<file path="src/rtl/muldiv_unit.sv">
// muldiv_unit: iterative RV32M multiply/divide unit for the execute stage.
// Signed operands are reduced to magnitudes at capture, an unsigned
// shift-add multiplier or restoring divider runs for 32 iterations, and
// the sign is restored when the last iteration is written back.
// Divide-by-zero and signed overflow complete in one cycle.
// Optional feature macro: MULDIV_FAST_MUL_EN (single-cycle 33x33 signed
// multiplier for MUL/MULH/MULHSU/MULHU; division stays iterative).
module muldiv_unit #(
   parameter int XLEN = 32
) (
   input  logic            clk,
   input  logic            rst,
   input  logic            start,
   input  logic [2:0]      funct3,
   input  logic [XLEN-1:0] operand_a,
   input  logic [XLEN-1:0] operand_b,
   input  logic [4:0]      rd_in,
   input  logic            flush,
   output logic            busy,
   output logic            done,
   output logic [XLEN-1:0] result,
   output logic [4:0]      rd_out
);

   typedef enum logic [1:0] {
      ST_IDLE = 2'd0,
      ST_CALC = 2'd1,
      ST_DONE = 2'd2
   } state_t;

   localparam logic [XLEN-1:0] ALL_ONES  = {XLEN{1'b1}};
   localparam logic [XLEN-1:0] ALL_ZERO  = {XLEN{1'b0}};
   localparam logic [XLEN-1:0] INT_MIN   = {1'b1, {(XLEN-1){1'b0}}};
   localparam logic [5:0]      LAST_ITER = 6'd31;

   state_t              state_r, state_nxt_s;
   logic [5:0]          cnt_r;
   logic [2:0]          op_r;
   logic [4:0]          rd_r;
   logic [XLEN-1:0]     a_mag_r, b_mag_r;
   logic                neg_r;
   logic [2*XLEN-1:0]   acc_r;
   logic [XLEN-1:0]     result_r;
   logic [4:0]          rd_out_r;
   logic                done_r, busy_r;

   logic                a_signed_s, b_signed_s, sign_a_s, sign_b_s, neg_s;
   logic [XLEN-1:0]     a_mag_s, b_mag_s, special_res_s;
   logic                div_zero_s, ovf_s, special_s, fast_s;
   logic [XLEN-1:0]     fast_res_s;
   logic [XLEN:0]       mul_sum_s, div_shift_s, div_diff_s;
   logic [2*XLEN-1:0]   iter_nxt_s, fixed_prod_s;
   logic [XLEN-1:0]     div_pick_s, final_res_s;

   assign busy   = busy_r;
   assign done   = done_r;
   assign result = result_r;
   assign rd_out = rd_out_r;

   // Decode operand signedness, magnitudes, result sign and special cases at capture
   always_comb begin
      a_signed_s = 1'b0;
      b_signed_s = 1'b0;
      case (funct3)
         3'b001:  begin a_signed_s = 1'b1; b_signed_s = 1'b1; end
         3'b010:  begin a_signed_s = 1'b1; b_signed_s = 1'b0; end
         3'b100:  begin a_signed_s = 1'b1; b_signed_s = 1'b1; end
         3'b110:  begin a_signed_s = 1'b1; b_signed_s = 1'b1; end
         default: begin a_signed_s = 1'b0; b_signed_s = 1'b0; end
      endcase
      sign_a_s = a_signed_s & operand_a[XLEN-1];
      sign_b_s = b_signed_s & operand_b[XLEN-1];
      if (sign_a_s) a_mag_s = -operand_a;
      else          a_mag_s = operand_a;
      if (sign_b_s) b_mag_s = -operand_b;
      else          b_mag_s = operand_b;
      // REM takes the dividend's sign; every other signed op uses the XOR
      if (funct3 == 3'b110) neg_s = sign_a_s;
      else                  neg_s = sign_a_s ^ sign_b_s;
      div_zero_s = funct3[2] & (operand_b == ALL_ZERO);
      ovf_s      = funct3[2] & ~funct3[0] & (operand_a == INT_MIN) & (operand_b == ALL_ONES);
      special_s  = div_zero_s | ovf_s;
      if (div_zero_s)  special_res_s = funct3[1] ? operand_a : ALL_ONES;
      else if (ovf_s)  special_res_s = funct3[1] ? ALL_ZERO : INT_MIN;
      else             special_res_s = ALL_ZERO;
   end

`ifdef MULDIV_FAST_MUL_EN
   logic signed [2*XLEN+1:0] fast_prod_s;

   // Single-cycle 33x33 signed product; the extra bit carries each operand's signedness
   always_comb begin
      fast_prod_s = $signed({a_signed_s & operand_a[XLEN-1], operand_a}) *
                    $signed({b_signed_s & operand_b[XLEN-1], operand_b});
      if (funct3[1:0] == 2'b00) fast_res_s = fast_prod_s[XLEN-1:0];
      else                      fast_res_s = fast_prod_s[2*XLEN-1:XLEN];
   end
   assign fast_s = ~funct3[2];
`else
   assign fast_s     = 1'b0;
   assign fast_res_s = ALL_ZERO;
`endif

   // One shift-add or restoring-divide step, plus the sign-corrected final result
   always_comb begin
      mul_sum_s   = {1'b0, acc_r[2*XLEN-1:XLEN]} + {1'b0, (acc_r[0] ? a_mag_r : ALL_ZERO)};
      div_shift_s = acc_r[2*XLEN-1:XLEN-1];
      div_diff_s  = div_shift_s - {1'b0, b_mag_r};
      if (op_r[2]) begin
         // Borrow out of the trial subtraction means the divisor did not fit
         if (div_diff_s[XLEN]) iter_nxt_s = {div_shift_s[XLEN-1:0], acc_r[XLEN-2:0], 1'b0};
         else                  iter_nxt_s = {div_diff_s[XLEN-1:0], acc_r[XLEN-2:0], 1'b1};
      end else begin
         iter_nxt_s = {mul_sum_s, acc_r[XLEN-1:1]};
      end
      if (neg_r) fixed_prod_s = -iter_nxt_s;
      else       fixed_prod_s = iter_nxt_s;
      if (op_r[1]) div_pick_s = iter_nxt_s[2*XLEN-1:XLEN];
      else         div_pick_s = iter_nxt_s[XLEN-1:0];
      if (op_r[2]) begin
         if (neg_r) final_res_s = -div_pick_s;
         else       final_res_s = div_pick_s;
      end else if (op_r[1:0] == 2'b00) begin
         final_res_s = fixed_prod_s[XLEN-1:0];
      end else begin
         final_res_s = fixed_prod_s[2*XLEN-1:XLEN];
      end
   end

   // Next-state logic: flush beats start, single-step ops skip CALC
   always_comb begin
      state_nxt_s = state_r;
      case (state_r)
         ST_IDLE: begin
            if (start && !flush) state_nxt_s = (special_s || fast_s) ? ST_DONE : ST_CALC;
            else                 state_nxt_s = ST_IDLE;
         end
         ST_CALC: begin
            if (flush)                   state_nxt_s = ST_IDLE;
            else if (cnt_r == LAST_ITER) state_nxt_s = ST_DONE;
            else                         state_nxt_s = ST_CALC;
         end
         ST_DONE: state_nxt_s = ST_IDLE;
         default: state_nxt_s = ST_IDLE;
      endcase
   end

   // State register with registered busy/done decoded from the next state
   always_ff @(posedge clk) begin
      if (rst) begin
         state_r <= ST_IDLE;
         done_r  <= 1'b0;
         busy_r  <= 1'b0;
      end else begin
         state_r <= state_nxt_s;
         done_r  <= (state_nxt_s == ST_DONE);
         busy_r  <= (state_nxt_s != ST_IDLE);
      end
   end

   // Operand capture, iteration datapath and write-back registers
   always_ff @(posedge clk) begin
      if (rst) begin
         cnt_r    <= 6'd0;
         op_r     <= 3'd0;
         rd_r     <= 5'd0;
         a_mag_r  <= ALL_ZERO;
         b_mag_r  <= ALL_ZERO;
         neg_r    <= 1'b0;
         acc_r    <= {2*XLEN{1'b0}};
         result_r <= ALL_ZERO;
         rd_out_r <= 5'd0;
      end else begin
         case (state_r)
            ST_IDLE: begin
               if (start && !flush) begin
                  op_r    <= funct3;
                  rd_r    <= rd_in;
                  a_mag_r <= a_mag_s;
                  b_mag_r <= b_mag_s;
                  neg_r   <= neg_s;
                  cnt_r   <= 6'd0;
                  if (special_s) begin
                     result_r <= special_res_s;
                     rd_out_r <= rd_in;
                  end else if (fast_s) begin
                     result_r <= fast_res_s;
                     rd_out_r <= rd_in;
                  end else if (funct3[2]) begin
                     acc_r <= {ALL_ZERO, a_mag_s};
                  end else begin
                     acc_r <= {ALL_ZERO, b_mag_s};
                  end
               end
            end
            ST_CALC: begin
               if (!flush) begin
                  acc_r <= iter_nxt_s;
                  cnt_r <= cnt_r + 6'd1;
                  if (cnt_r == LAST_ITER) begin
                     result_r <= final_res_s;
                     rd_out_r <= rd_r;
                  end
               end
            end
            default: begin
            end
         endcase
      end
   end

endmodule
</file>
<file path="config.mk">
export PLATFORM = sky130hd
export DESIGN_NAME = muldiv_unit
export DESIGN_NICKNAME = d
export VERILOG_FILES = /design/src/rtl/muldiv_unit.sv
export SDC_FILE = /design/constraint.sdc
export NUM_CORES = 1
export LEC_CHECK = 0
export CORE_MARGIN = 8
export CORE_UTILIZATION = 30
export DETAILED_ROUTE_END_ITERATION = 6
export GPL_TIMING_DRIVEN = 0
export PLACE_DENSITY_LB_ADDON = 0.2
export SYNTH_ARGS = -nofsm -noshare
export SYNTH_HDL_FRONTEND = slang
export SYNTH_SLANG_ARGS = --single-unit
</file>
<file path="constraint.sdc">
create_clock -name clk -period 6.51 [get_ports clk]
set_input_delay 0.651 -clock clk [delete_from_list [all_inputs] [get_ports clk]]
set_output_delay 0.651 -clock clk [all_outputs]
set_load 0.05 [all_outputs]
</file>
==> results of run 1 <==
critical path, delay by kind of cell (launching register included):
family	cells	cell delay (ns)
muxes	1	0.36
DFF	1	0.53
AOI/OAI and AO/OA	7	2.42
buffers and inverters	4	1.25
and+or+nand+nor	5	1.66
adders and majority gates	1	0.30
routing by layer:
layer	global-route usage, %	up-vias	share of wire [%]
met5	0	-	0.016
met4	15.2	2	5.2
met3	8.40	261	10
met2	51.2	1418	42
met1	46.4	11400	43
li1	-	10200	-
worst max path at each step:
stage / start / endpoint / depth (start not counted)
3_3_place_gp: op_r[2] / result[6] / 22
3_5_place_dp: op_r[2] / result[6] / 23
6_report: acc_r[58] / result[23] / 18
4_1_cts: acc_r[0] / result[31] / 18
5_1_grt: acc_r[58] / result[23] / 18
2_1_floorplan: op_r[2] / result[26] / 23
power by group:
| part | internal, mW | switching [mW] | leakage (nW) |
|---|---|---|---|
| Combinational | 0.429 | 1.10 | 5.71 |
| Sequential | 1.18 | 0.0675 | 1.50 |
| Clock | 0.521 | 0.620 | 0.294 |
| Total | 2.13 | 1.79 | 7.51 |
what timing repair did:
action                                  4_1_cts  5_1_grt
gates resized for setup                      34       26
cloned                                        0        0
endpoints found under the setup margin       29       22
buffers inserted                              5        6
pin swaps                                     5        5
layout by cell type, fill, tap and decap left out, types with 23 or more instances in the layout:
cell type        Yosys  routed
a211oi_1           113     113
a21o_1              31      31
a21oi_1            197     194
a22oi_1             32      32
a31oi_1             41      41
and2_1              52      52
clkbuf_1           154     149
clkdlybuf4s50_1      0     110
dfxtp_1            184     181
ha_1                70      69
inv_1               69      68
mux2i_1             54      52
nand2_1            269     269
nand2b_1            23      23
nand3_1             64      63
nand4_1             48      48
nor2_1             336     335
nor3_1              91      90
o211ai_1            57      57
o21a_1              25      25
o21ai_0            199     195
o31ai_1             30      29
or3_1               25      23
xnor2_1             84      84
xor2_1              75      75
stage by stage:
stage / hold slack (ns) / setup TNS, ns / util, %
6_report: 0.457 / -0.0703 / 35.2
5_1_grt: 0.475 / 0 / 35.2
4_1_cts: 0.458 / 0 / 35.0
3_5_place_dp: 0.446 / -48.48 / 33.8
3_3_place_gp: 0.444 / -53.10 / 33.7
2_1_floorplan: 0.432 / 0 / -
state kept, by name, summed over array words and instances (netlist names):
name	flops
acc_r	64
a_mag_r	32
b_mag_r	32
result	32
cnt_r	6
rd_out	5
rd_r	5
op_r	3
state_r	2
busy	1
done	1
neg_r	1
cell type report:
type	instances	area [µm²]
Fill cell	6772	39900
Multi-Input combinational cell	2239	14100
Sequential cell	184	3690
Timing Repair Buffer	125	1210
Tap cell	837	1050
Buffer	190	786
Clock buffer	17	425
Inverter	70	267
Clock inverter	15	175
Antenna cell	1	2.50
kinds of logic after synthesis:
group,Yosys count,share of synthesized area [%]
compound gates,914,32.6
flops,184,19.8
fa+ha+maj,72,4.91
buf+inv,263,5.50
mux,66,3.69
xor+xnor,159,7.47
simple gates,1028,26.0
==> flow_summary_export.csv, run 1 <==
group,metric,value,unit
status,outcome,"finished, violations left",
status,violations,"design-rule violations, negative setup slack",
yosys,syn_nets,2834,
floorplan,die_w,265,µm
min_path,holdPathStages,2,
finish,nets,2975,
clock_network,clk_pin_slew_worst_paths,0.09,ns
clock_network,cts_htree_levels,4,
yosys,ys_top_cells_by_area,"dfxtp_1 (20%), nor2_1 (6.8%), nand2_1 (5.4%), o21ai_0 (5.3%), a21oi_1 (5.3%)",
global_routing,grt_max_degree,21,
sta,maxSlewHeadroom,9.73,%
routing,drtIter0Drc,3273,
setup_path,rrSetupSlack,-0.07,ns
routing,viasPerCell,6.35,
global_routing,antenna_found_initial,2,
finish,area_growth,16.4,%
setup_path,worst_setup_path_start_kind,"flip-flop",
setup_path,crit_path_cell_trace,"ha_1 > clkbuf_1 > and4_1 > and4_1 > a31oi_1 > o21ai_0 > o21ai_1 > buf_4 > buf_6 > clkbuf_1 > a41oi_1 > o21ai_0 > o2111ai_1 > nor3b_1 > nand3_1 > mux2_2 > nor3_1 > o22a_1",
yosys,synth-edff-count,0,
finish,drive_above_1_share,5.35,%
placed_design,dp_cells,3637,
routing,dr.pass1.iters,7,
min_path,hold_end,"a_mag_r[0]",
sta,clock_skew,0.0271,ns
floorplan,core-area,61600,µm²
clock_network,ctsRootBufferMaster,"clkbuf_16",
power,leakagePower,7.51,nW
setup_path,critPathRequiredTime,6.96,ns
min_path,hp-class,"flip-flop to flip-flop",
sta,worstMarginPinSlew,1.32,ns
sta,fmax,152,MHz
placed_design,numPortBuffers,110,
routing,routedWlPerCell,34.2,µm
sta,setup_viol_count_final,1,
setup_path,slowest_delay,0.79,ns
floorplan,core.rowCount,91,
sta,finalCriticalPeriod,6.58,ns
setup_path,path_class,"flip-flop to flip-flop",
yosys,yosys.area.top_type,"dfxtp_1",
floorplan,die_y,265,µm
clock_network,clock_latency,0.53,ns
setup_path,worst_path_max_delay_cell,"nor3b_1",
clock_network,cts.path.max_buffers,2,
min_path,worstHoldStart,"a_mag_r[0]",
clock_network,cts_buffers,17,
floorplan,die-area,70300,µm²
sta,setup_slack,-0.0703,ns
yosys,netlist_area,18600,µm²
setup_path,path_max_fanout,10,
yosys,netlist.area_leader.share,19.8,%
routing,detail-route-antenna-nets,0,
setup_path,regToRegStartpoint,"acc_r[58]",
yosys,syn_inst,2686,
placed_design,gp_congestion,1.02,
power,ir_drop,0.212,mV
sta,finalMaxSlewViolations,0,
sta,fin_crit_sh,101,%
routing,drc,8,
setup_path,worstSetupEndpointType,"flip-flop",
yosys,ys_types,94,
sta,hold_viol,0,
placed_design,placed_area,20800,µm²
routing,totalWireLength,126,mm
clock_network,cts_hold_buf,0,
power,power.total,3.92,mW
global_routing,grt_pass1_wl,171,mm
run,cap_violations,0,
sta,rsz0062_at_grt,"no",
clock_network,cts_tree,"done",
placed_design,hpwl,104,mm
yosys,async_flop_share,0,%
setup_path,r2r-end,"result[23]",
yosys,yosysMostFrequentCell,"nor2_1",
global_routing,grt_pass1_vias,21200,
yosys,syn-mean-instance-area,6.94,µm²
yosys,synthTopCellsByCount,"nor2_1 (336), nand2_1 (269), o21ai_0 (199)",
setup_path,reg2regPathDepth,18,
yosys,ys.warnings.count,0,
global_routing,grt-ovfl-total,0,
power,power_density,181,nW/µm²
floorplan,num_io_pins,115,
clock_network,cts.sinks,184,
placed_design,place_ws,-3.43,ns
yosys,ys_ff_latch,184,
setup_path,cp.arrival,7.03,ns
yosys,ys_seq_area_share,19.8,%
finish,final_cells,3678,
floorplan,start_util,30.3,%
routing,via_count,23300,
finish,postLayoutCellArea,21700,µm²
yosys,synthFlopType,"dfxtp_1",
global_routing,track_usage,34.3,%
No activity file was read; power rests on OpenSTA's default activity.
==> run 2: changes to the inputs <==
- TNS_END_PERCENT: not set -> 1
==> run 2 against run 1 <==
- the flow now finishes without violations
- die area did not move
- critical path depth increased by 2
- fmax increased by 1.2%
- clock-buffer cell count did not move
- clock skew increased by 0.0010 ns
==> flow_summary_export.csv, run 2 (synthesis gave the netlist of run 1 again) <==
group,metric,value,unit
finish,largest_register_ffs,64,
sta,fin_crit_sh,99.9,%
clock_network,clk_pin_slew_worst_paths,0.09,ns
clock_network,cts_tree,"done",
floorplan,die_y,265,µm
routing,met2_length,52.8,mm
setup_path,cp.arrival,6.93,ns
setup_path,slowest_delay,0.46,ns
clock_network,ctsRootBufferMaster,"clkbuf_16",
finish,layout_common_cells,"nor2_1 (335), nand2_1 (269), o21ai_0 (195)",
routing,routedWlPerCell,34.3,µm
power,p_seq_share,31.8,%
global_routing,antenna_found_initial,2,
sta,holdWs,0.458,ns
power,leakagePower,7.51,nW
finish,top_register,"acc_r",
sta,maxSlewHeadroom,6.19,%
sta,clock_skew,0.0281,ns
clock_network,cts_hold_buf,0,
power,power.total,3.93,mW
global_routing,grt_pass1_wl,171,mm
sta,rsz0062_at_grt,"yes",
routing,totalWireLength,126,mm
routing,via_count,23500,
clock_network,cts_buffers,17,
setup_path,worst_setup_path_start_kind,"flip-flop",
placed_design,numPortBuffers,110,
finish,final_common_cell,"nor2_1",
clock_network,cts.path.max_buffers,2,
routing,top_layer,"met5",
power,p_switching,1.80,mW
floorplan,core.rowCount,91,
setup_path,crit_path_cell_trace,"inv_1 > clkbuf_1 > clkbuf_2 > clkbuf_2 > clkbuf_1 > clkbuf_1 > a21oi_2 > ha_1 > o211ai_1 > or3_4 > nor2_4 > nand3_2 > o21bai_2 > or3_4 > or3_1 > clkbuf_2 > o21ai_1 > xor2_1 > o21ai_0 > o311ai_1",
finish,multiInputGateArea,14100,µm²
power,pwr-share-comb,39.1,%
min_path,hp-class,"flip-flop to flip-flop",
routing,met1_length,53.3,mm
placed_design,gp_congestion,1.02,
floorplan,core-area,61600,µm²
global_routing,track_usage,34.3,%
global_routing,grt_pass1_vias,21200,
clock_network,cts_htree_levels,4,
setup_path,critPathRequiredTime,6.93,ns
routing,dr.pass1.iters,7,
setup_path,worst_path_max_delay_cell,"or3_4",
placed_design,hpwl,104,mm
global_routing,grt_max_degree,21,
global_routing,grt-ovfl-total,0,
run,cap_violations,0,
routing,detail-route-antenna-nets,0,
power,swShare,45.8,%
clock_network,cts.sinks,184,
finish,nets,2975,
sta,setup_viol_count_final,0,
sta,worstMarginPinSlew,1.37,ns
finish,area_growth,16.3,%
clock_network,clock_latency,0.53,ns
power,ir_drop,0.214,mV
floorplan,start_util,30.3,%
finish,drive_above_1_share,5.32,%
sta,finalCriticalPeriod,6.50,ns
floorplan,num_io_pins,115,
setup_path,worstSetupEndpointType,"flip-flop",
routing,viasPerCell,6.39,
sta,finalMaxSlewViolations,0,
routing,dr_wl_met3,13.5,mm
power,intPower,2.13,mW
finish,regArea,3690,µm²
power,power_density,181,nW/µm²
sta,fin_setup_tns,0,ns
status,outcome,"complete, no violations",
floorplan,die_w,265,µm
power,clkPwrFrac,29.2,%
floorplan,die-area,70300,µm²
sta,hold_viol,0,
sta,fmax,154,MHz
setup_path,path_class,"flip-flop to flip-flop",
finish,fill_cells,6770,
setup_path,path_max_fanout,10,
routing,drc,0,
routing,drtIter0Drc,3190,
run 2: layout make-up:
class / count / share of cell area (%)
diodes: 1 / 0.0115
plain buffers: 191 / 3.65
clock buffers: 17 / 1.96
clock inverters: 15 / 0.808
inverters: 70 / 1.23
multi-input cells: 2239 / 64.9
flip-flops and latches: 184 / 17.0
well taps: 837 / 4.83
repair buffers: 124 / 5.56
run 2: what timing repair did:
action,4_1_cts,5_1_grt
endpoints found under the hold margin,0,0
setup endpoints to repair,29,22
pin swaps,5,5
gates resized for setup,34,25
buffers inserted,5,5
run 2: routing by layer:
metal / vias up / global-route usage, %
met5: - / 0
met4: 2 / 15.2
met3: 253 / 8.40
met2: 1452 / 51.2
met1: 11600 / 46.4
li1: 10200 / -
run 2: final timing paths:
check	to	startpoint	slack, ns	depth (start not counted)
setup / recovery	result[28]	op_r[2]	0.009	20
hold / removal	a_mag_r[0]	a_mag_r[0]	0.46	2
setup reg to reg	result[28]	op_r[2]	0.009	20
hold reg to reg	a_mag_r[0]	a_mag_r[0]	0.46	2
run 2: worst max-delay path, delay by kind of cell (launching register included):
kind                     cells  cell delay, ns
AO/OA/AOI/OAI                6            1.30
XOR/XNOR                     1            0.29
adder cells (fa/ha/maj)      1            0.20
buffers and inverters        7            2.41
flip-flops                   1            0.41
AND/OR/NAND/NOR              5            1.74
run 2: metrics by stage:
| stage | setup WS [ns] | cells | utilization, % | cell area [µm²] |
|---|---|---|---|---|
| floorplan | 0.731 | 2686 | - | 18600 |
| global placement | -4.42 | 3633 | 33.7 | 20800 |
| detailed placement | -3.43 | 3637 | 33.8 | 20800 |
| CTS | 0.0324 | 3673 | 35.0 | 21500 |
| global route | -0.0883 | 3677 | 35.2 | 21700 |
| finish | 0.00855 | 3678 | 35.2 | 21700 |
run 2: power groups by stage:
stage	clock network [mW]	logic [mW]	registers (mW)
6_report	1.15	1.54	1.25
5_1_grt	1.19	1.58	1.25
4_1_cts	1.14	1.46	1.24
3_5_place_dp	0	1.44	1.27
3_3_place_gp	0	1.45	1.27
2_1_floorplan	0	0.780	1.26
